## src/rtl/regfile_dump.sv

```systemverilog
// regfile_dump: walks the register file through one read port and streams
// each captured register as an (address, data, last) beat on valid/ready.
// Data is captured into the holding register at the fetch edge, so later
// register-file writes do not disturb a beat that is already presented.

module regfile_dump #(
   parameter bit SKIP_X0  = 1'b1,
   parameter int LAST_REG = 31
) (
   input  logic        clk,
   input  logic        rst,
   input  logic        start,
   output logic        busy,
   output logic        done,
   output logic [4:0]  rd_addr,
   input  logic [31:0] rd_data,
   output logic        out_valid,
   input  logic        out_ready,
   output logic [4:0]  out_addr,
   output logic [31:0] out_data,
   output logic        out_last
);

   localparam logic [4:0] FIRST_IDX = (SKIP_X0 != 1'b0) ? 5'd1 : 5'd0;
   localparam logic [4:0] LAST_IDX  = 5'(LAST_REG);

   typedef enum logic [1:0] {
      IDLE    = 2'd0,
      FETCH   = 2'd1,
      SEND    = 2'd2,
      DONE_ST = 2'd3
   } state_t;

   state_t     state;
   logic [4:0] index;

   // The read port address is the index register itself, so it is glitch-free.
   assign rd_addr = index;

   // Dump sequencer: state, index and all registered beat/status outputs.
   always_ff @(posedge clk) begin
      if (rst) begin
         state     <= IDLE;
         index     <= FIRST_IDX;
         busy      <= 1'b0;
         done      <= 1'b0;
         out_valid <= 1'b0;
         out_last  <= 1'b0;
         out_data  <= 32'd0;
         out_addr  <= 5'd0;
      end else begin
         case (state)
            IDLE: begin
               done <= 1'b0;
               if (start) begin
                  state <= FETCH;
                  index <= FIRST_IDX;
                  busy  <= 1'b1;
               end else begin
                  state <= IDLE;
               end
            end
            FETCH: begin
               out_data  <= rd_data;
               out_addr  <= index;
               out_last  <= (index == LAST_IDX);
               out_valid <= 1'b1;
               state     <= SEND;
            end
            SEND: begin
               // Beat fields are left untouched until the consumer accepts.
               if (out_ready) begin
                  out_valid <= 1'b0;
                  if (out_last) begin
                     state <= DONE_ST;
                     busy  <= 1'b0;
                     done  <= 1'b1;
                  end else begin
                     index <= index + 5'd1;
                     state <= FETCH;
                  end
               end else begin
                  state <= SEND;
               end
            end
            DONE_ST: begin
               done  <= 1'b0;
               index <= FIRST_IDX;
               state <= IDLE;
            end
            default: begin
               state     <= IDLE;
               index     <= FIRST_IDX;
               busy      <= 1'b0;
               done      <= 1'b0;
               out_valid <= 1'b0;
            end
         endcase
      end
   end

   regfile_dump_chk #(
      .SKIP_X0  (SKIP_X0),
      .LAST_REG (LAST_REG)
   ) u_chk (
      .clk     (clk),
      .busy    (busy),
      .rd_addr (rd_addr)
   );

endmodule

// regfile_dump_chk: simulation-only sanity checks on the dump range.
module regfile_dump_chk #(
   parameter bit SKIP_X0  = 1'b1,
   parameter int LAST_REG = 31
) (
   input logic       clk,
   input logic       busy,
   input logic [4:0] rd_addr
);

   localparam int FIRST_INT = (SKIP_X0 != 1'b0) ? 1 : 0;

   // The range must be non-empty and the index must stay inside it while dumping.
   always @(posedge clk) begin
      assert (LAST_REG >= FIRST_INT && LAST_REG <= 31);
      if (busy) begin
         assert (int'(rd_addr) <= LAST_REG);
      end
   end

endmodule

```

## config.mk

```make
export PLATFORM = sky130hd
export DESIGN_NAME = regfile_dump
export DESIGN_NICKNAME = d
export VERILOG_FILES = /design/src/rtl/regfile_dump.sv
export SDC_FILE = /design/constraint.sdc
export NUM_CORES = 1
export LEC_CHECK = 0
export ABC_AREA = 1
export CAP_MARGIN = 5
export CORE_MARGIN = 1
export CORE_UTILIZATION = 44
export DETAILED_ROUTE_END_ITERATION = 16
export GPL_TIMING_DRIVEN = 0
export PLACE_DENSITY = 0.84
export SETUP_SLACK_MARGIN = 0.1
export SLEW_MARGIN = 10
export SYNTH_ARGS = -nofsm -noshare
export SYNTH_HDL_FRONTEND = slang
export SYNTH_SLANG_ARGS = --single-unit
```

## constraint.sdc

```tcl
create_clock -name clk -period 1.9 [get_ports clk]
set_input_delay 0.38 -clock clk [delete_from_list [all_inputs] [get_ports clk]]
set_output_delay 0.38 -clock clk [all_outputs]
set_load 0.1 [all_outputs]
```

Yosys cells after proc, flatten, opt, wreduce, memory -nomap -nowiden

Index checks and enable logic that the tools add are counted.

Register bits: 48
Input port bits: 36
Output and inout port bits: 46
Word-level logic and storage cells: 44

Add/sub/neg operators: 1
Equal/unequal tests: 8
Mux-type cells: 17
Reductions and logical operators: 10

Operators by type and width:

| cell                  | number |
|---|---|
| $mux W5               | 3 |
| $pmux W5 S3           | 1 |
| $ne A2 B2 Y1 const B  | 4 |
| $pmux W2 S4           | 1 |
| $reduce_and A4 Y1     | 2 |
| $mux W1               | 7 |
| $pmux W1 S2           | 3 |
| $reduce_bool A2 Y1    | 3 |
| $add A5 B1 Y5 const B | 1 |
| $eq A5 B5 Y1 const B  | 1 |
| $eq A2 B2 Y1 const B  | 2 |
| $mux W2               | 2 |
| $reduce_and A3 Y1     | 1 |
| $reduce_bool A3 Y1    | 1 |
| $eq A2 B1 Y1 const B  | 1 |
| $logic_not A2 Y1      | 1 |
| $reduce_and A2 Y1     | 1 |
| $reduce_or A2 Y1      | 1 |

Depth between registers and ports, before layout

Depth after elaboration: 4
Depth in mapped cells: 8
Gate-level depth less buffers: 8

Worst setup path after synthesis

OpenSTA, ideal clock, no wires.

Path type: reg2reg
Start: reg index[0], in the netlist rd_addr[0]
End: reg index[4], in the netlist rd_addr[4]
Data arrival time: 1.903 ns
Setup slack: -0.123 ns
Stages on the path, launching flop included: 7
Clock period less this slack: 2.023 ns
Path through: dfxtp_1 ha_1 nand2_1 nor2_1 ha_1 o21ai_0 nor2_1

Word-level cells in the longest chain between the ends: 4

Ends and longest elaborated chain:

| item                     | line | text |
|---|---|---|
| start: declaration       | 35   | `logic [4:0] index;` |
| start signal: assignment | 79   | `index <= index + 5'd1;` |
| $add A5 B1 Y5            | 79   |  |
| $mux W5                  | 74   | `if (out_last) begin` |
| $mux W5                  | 72   | `if (out_ready) begin` |
| $pmux W5 S3              | 52   | `case (state)` |

No other way between the ends. The select of a mux whose other input is x is not followed.
A chain may end at the register's enable or synchronous reset.

Worst setup path after layout

Start: reg index[0], in the netlist rd_addr[0]
End: out rd_addr[0]

RTL lines:

| item             | line | text |
|---|---|---|
| end: declaration | 15   | `output logic [4:0] rd_addr,` |

No word-level cell between the ends.

==> flow_metrics.tcl <==
set metrics [dict create \
    status "finished clean" \
    slowest_stage "clkdlybuf4s15_2" \
    p_leak_nw 1.19 \
    hold_buffers 0 \
    critPathMaxStageDelay_ns 0.57 \
    syn-cell-area_mm2 0.00184 \
    crit_family "buffers and inverters" \
    drt-initial-drc-count 119 \
    core_area_mm2 0.00400 \
    cts-root-buf "clkbuf_8" \
    grt_use_total_pct 22.1 \
    final-hold-violation-count 0 \
    report.final.slew_viol_count 0 \
    cellPowerDensity_mw_per_mm2 1300 \
    syn-num-nets 284 \
    cts-buffers-inserted 5 \
    syn2layout_area_growth_pct 55.0 \
    cp-endpoint "rd_addr[0]" \
    synth_seq_area_share_pct 52.3 \
    path_depth 1 \
    cts-htree-levels 2 \
    period_needed_ns 1.64 \
    timing.rr.end "rd_addr[1]$_SDFFE_PP0P_" \
    critPathRequiredTime_ns 1.52 \
    yosysWarnings 0 \
    critical_path_class "flip-flop to output pin" \
    synth_area_leaders "dfxtp_1 (52%), nor2_1 (16%), o21ai_0 (11%), nand2_1 (4.5%), ha_1 (4.1%)" \
    ys_types 17 \
    clock_latency_ns 0.30 \
    seqCellArea_um2 963 \
    cts_tree "done" \
    tns_ns 0 \
    drive_gt1_share_pct 19.1 \
    fin_crit_sh_pct 86.2 \
    cp_cell_sequence "clkdlybuf4s15_2" \
    routed_wl_um 4560 \
    grt_pass1_vias 1689 \
    cts_resized 138 \
    die_area_mm2 0.00444 \
    viasPerCell 4.81 \
    clkTransAtPathRegs_ns 0.08 \
    hpwl_um 3350 \
    multi_input_area_um2 771 \
    synthCells 242 \
    port_buffers 81 \
    reg2reg_depth 6 \
    drv_cap 0 \
    antenna_found_initial 0 \
    yosysTopAreaCell "dfxtp_1" \
    cts_max_path_buffers 2 \
    clock-sinks 48 \
    nFillCells 330 \
    postCtsSetupRepairBufs 0 \
    maxSlewHeadroom_pct 62.8 \
    tightestPinTransition_ns 0.561 \
    vias 1827 \
    yosys.area.top_type_share_pct 52.3 \
    ios 82 \
    worst_setup_path_start_kind "flip-flop" \
    critPathLaunch "rd_addr[0]$_SDFFE_PP1P_" \
    end_kind "output pin" \
    first_pass_iters 4 \
    clock_skew_ns 0.00414 \
    drc_errors 0 \
    die_x_um 66.6 \
    setup_viol 0 \
    cp_num_buf_inv 1 \
    fmax_mhz 610 \
    grt_pass1_wl_um 7390 \
    grt_max_degree 14 \
    hold_slack_ns 0.455 \
    path_max_fanout 6 \
    rsz0062_at_grt "no" \
    ys_ff_latch 48 \
    n_antenna_cell 0 \
    fin_nets 372 \
    r2r-start "state[1]$_SDFF_PP0_" \
    cp_data_arrival_time_ns 1.26 \
    total_power_w 0.00371 \
    drt-wirelength-per-cell_um 12.0 \
    fp-row-count 23 \
    grt.overflow.total 0 \
    gp_congestion 0.810 \
    syn_avg_cell_area_um2 7.59 \
    floorplan.initialDensity_pct 45.9 \
    ant_nets 0 \
    die_y_um 66.6 \
    rrSetupSlack_ns 0.35 \
    hp-start "done$_SDFFE_PP0P_" \
    ir_drop_mv 0.768 \
    min_path_type "flip-flop to flip-flop" \
]
==> how the worst min path moves through the flow <==
stage	end	slack [ns]	depth (start not counted)
3_5_place_dp	done$_SDFFE_PP0P_	0.44	2
2_1_floorplan	rd_addr[2]$_SDFFE_PP0P_	0.45	1
6_report	done$_SDFFE_PP0P_	0.46	2
3_3_place_gp	done$_SDFFE_PP0P_	0.44	2
5_1_grt	done$_SDFFE_PP0P_	0.48	2
4_1_cts	done$_SDFFE_PP0P_	0.46	2
==> flip-flops by register name (all words and copies together), names as in the netlist <==
name       count
out_addr       5
state          2
done           1
busy           1
out_valid      1
out_data      32
out_last       1
rd_addr        5
==> stage by stage <==
stage                     area, um2  util [%]  setup slack (ns)  cells
final                          2850      71.2             0.262    380
after global routing           2850      71.2             0.211    380
after CTS                      2850      71.2             0.247    380
after detailed placement       2710      67.8           0.00413    373
after global placement         2710      67.8           0.00148    373
after floorplan                1840         -             0.125    242
==> routing by layer <==
layer	routed length [um]	track usage, %	vias to the layer above
li1	-	-	944
met1	1960	25.1	821
met2	2240	37.8	56
met3	320	7.36	6
met4	51	8.78	0
met5	0	0	-
==> cell type report <==
class,instances,share of cell area (%)
Buffer,11,1.71
Clock inverter,1,0.176
Multi-Input combinational cell,168,27.1
Sequential cell,48,33.8
Clock buffer,6,2.55
Timing Repair Buffer,81,30.5
Tap cell,50,2.20
Inverter,15,1.98
==> placed cells by master (no fill, tap or decap), drive strengths merged <==
master	count
a211oi	1
a21oi	11
buf	5
clkbuf	12
clkdlybuf4s15	46
clkdlybuf4s50	35
clkinv	1
dfxtp	48
ha	6
inv	15
nand2	23
nand3	3
nand4	1
nor2	77
o21ai	46
==> kinds of logic after synthesis <==
group	Yosys count	share of synthesized area (%)
flops	48	52.3
buf+inv	26	5.72
compound gates	58	16.1
simple gates	104	21.7
fa+ha+maj	6	4.09
==> synth_stat cells, drive strengths merged <==
| cell type | number |
|---|---|
| a21oi | 11 |
| clkbuf | 6 |
| a211oi | 1 |
| nand2 | 23 |
| o21ai | 46 |
| nand4 | 1 |
| buf | 5 |
| inv | 15 |
| nand3 | 3 |
| dfxtp | 48 |
| nor2 | 77 |
| ha | 6 |
==> power by group <==
part           switching, W  total, W  internal [W]  leakage, nW
Sequential        0.0000861   0.00126       0.00117        0.395
Combinational       0.00148   0.00188      0.000404        0.753
Clock              0.000319  0.000570      0.000251       0.0410
==> worst min-delay path: stages (launching register included) <==
cell     delay [ns]
dfxtp_1        0.32
inv_1          0.05
a21oi_1        0.05
No activity file was read; power rests on OpenSTA's default activity.
==> edit: new RTL, same flow settings <==
`LAST_REG` is set to 31 in 2 places; all go to 15.
--- a/src/rtl/regfile_dump.sv
+++ b/src/rtl/regfile_dump.sv
@@ -5,7 +5,7 @@
 
 module regfile_dump #(
    parameter bit SKIP_X0  = 1'b1,
-   parameter int LAST_REG = 31
+   parameter int LAST_REG = 15
 ) (
    input  logic        clk,
    input  logic        rst,
@@ -113,7 +113,7 @@
 // regfile_dump_chk: simulation-only sanity checks on the dump range.
 module regfile_dump_chk #(
    parameter bit SKIP_X0  = 1'b1,
-   parameter int LAST_REG = 31
+   parameter int LAST_REG = 15
 ) (
    input logic       clk,
    input logic       busy,
Formal check against the unedited RTL: no difference found for any inputs over 10 cycles, from zero or initial values and one cycle with rst high; that may be too few to reach the edited logic, so the function may still have changed.
==> edit against the original RTL <==
  * Sequential share of layout area decreased by 0.10 points
  * Area after synthesis decreased by 0.20%
  * First-iteration DRC count increased by 61%
  * Critical path type unchanged
  * Sequential cell count unchanged
  * Worst setup slack got worse by 0.015 ns
  * Clock power increased by 11%
  * Cell area increased by 0.31%
  * Power increased by 1.8%
  * Routed wire length increased by 3.7%
  * Hold slack got worse by 0.0062 ns
  * Register-to-register slack got worse by 0.10 ns
==> edit: results (changes against the original RTL) <==
| Metric | Value |
|---|---|
| Outcome | `finished, final reports clean` |
| Post-Synthesis Net Count | `285 (+0.35%)` |
| Compound-gate portion of the synthesized area | `15.8% (-0.38 points)` |
| Cells taking the most area after synthesis | `dfxtp_1 (52%), nor2_1 (16%), o21ai_0 (12%), nand2_1 (5.1%), ha_1 (4.1%)` |
| Total number of vias | `1903 (+4.2%)` |
| Number of nets at the end of the flow | `373 (+0.27%)` |
| Area share of fa/ha/maj cells after synthesis | `4.10% (+0.0084 points)` |
| Post-DP HPWL | `3380 um (+1.1%)` |
| Share of final-layout standard cells stronger than drive strength 1 | `18.4% (-0.72 points)` |
| Layout Skew | `0.00538 ns (+0.00124 ns)` |
| Transition time at the pin with the least slew margin | `0.562 ns (+0.000688 ns)` |
| Static leakage | `1.19 nW (+0.19%)` |
| Flip-flop count of the largest register, all copies and words added | `32 (unchanged)` |
| Unique cell type count in the Yosys netlist | `14 (-3)` |
| Ranking of synthesized cells by instance count | `nor2_1 (77), dfxtp_1 (48), o21ai_0 (43), nand2_1 (25), inv_1 (14)` |
| Violation count after the first detailed-route iteration | `191 (+61%)` |
| Peak ir drop on the vdd network | `0.855 mV (+11%)` |
| Total global-route track usage | `22.7% (+0.55 points)` |
| Sequential fraction of the synthesis area | `52.4% (+0.11 points)` |
| Overall routed net length | `4730 um (+3.7%)` |
| GP Congestion | `0.843 (+4.0%)` |
| First-pass GRT wire length | `7650 um (+3.6%)` |
| Final cell count without fillers | `382 (+0.53%)` |
| Number of global-route vias before repair | `1801 (+6.6%)` |
| Pre-Repair DR Iteration Count | `6 (+2)` |
[edit: changes by cell type in the layout (fill, tap and decap cells not counted), sizes merged]
cell | unedited run | this run
clkinv | 1 | 0
nand2 | 23 | 25
a211oi | 1 | 0
clkbuf | 12 | 14
[edit: area by class of cell]
type,instances,area [um^2]
Fill cell,335,1140
Sequential cell,48,963
Timing Repair Buffer,81,868
Multi-Input combinational cell,169,768
Clock buffer,8,90.1
Tap cell,50,62.6
Inverter,15,56.3
Buffer,11,47.5
[edit: layer usage]
layer	track usage (%)	vias to the layer above	wire, um
met5	0	-	0
met4	7.71	0	50
met3	8.39	10	346
met2	37.0	76	2280
met1	27.2	866	2050
li1	-	951	-
[edit: final timing paths]
| kind | to | slack, ns |
|---|---|---|
| setup / recovery | rd_addr[0] | 0.25 |
| hold / removal | done | 0.45 |
| setup reg to reg | rd_addr[4] | 0.25 |
| hold reg to reg | done | 0.45 |
[edit: cells by family (layout without fill, tap and decap cells)]
logic type,Yosys count,in the layout
flip-flops,48,48
buffers and inverters,26,115
AND/OR/NAND/NOR,106,106
AO/OA/AOI/OAI,57,57
adder cells (fa/ha/maj),6,6
[edit: power breakdown]
group	internal [mW]	switching [mW]	total [mW]
clock network	0.298	0.336	0.633
registers	1.17	0.0898	1.26
logic	0.402	1.48	1.88
[edit: stage by stage]
| step | setup TNS [ns] | setup WS, ns | cell area [um^2] |
|---|---|---|---|
| 2_1_floorplan | 0 | 0.185 | 1840 |
| 3_3_place_gp | 0 | 0.00114 | 2710 |
| 3_5_place_dp | -0.00685 | -0.00685 | 2710 |
| 4_1_cts | 0 | 0.236 | 2860 |
| 5_1_grt | 0 | 0.141 | 2860 |
| 6_report | 0 | 0.247 | 2860 |
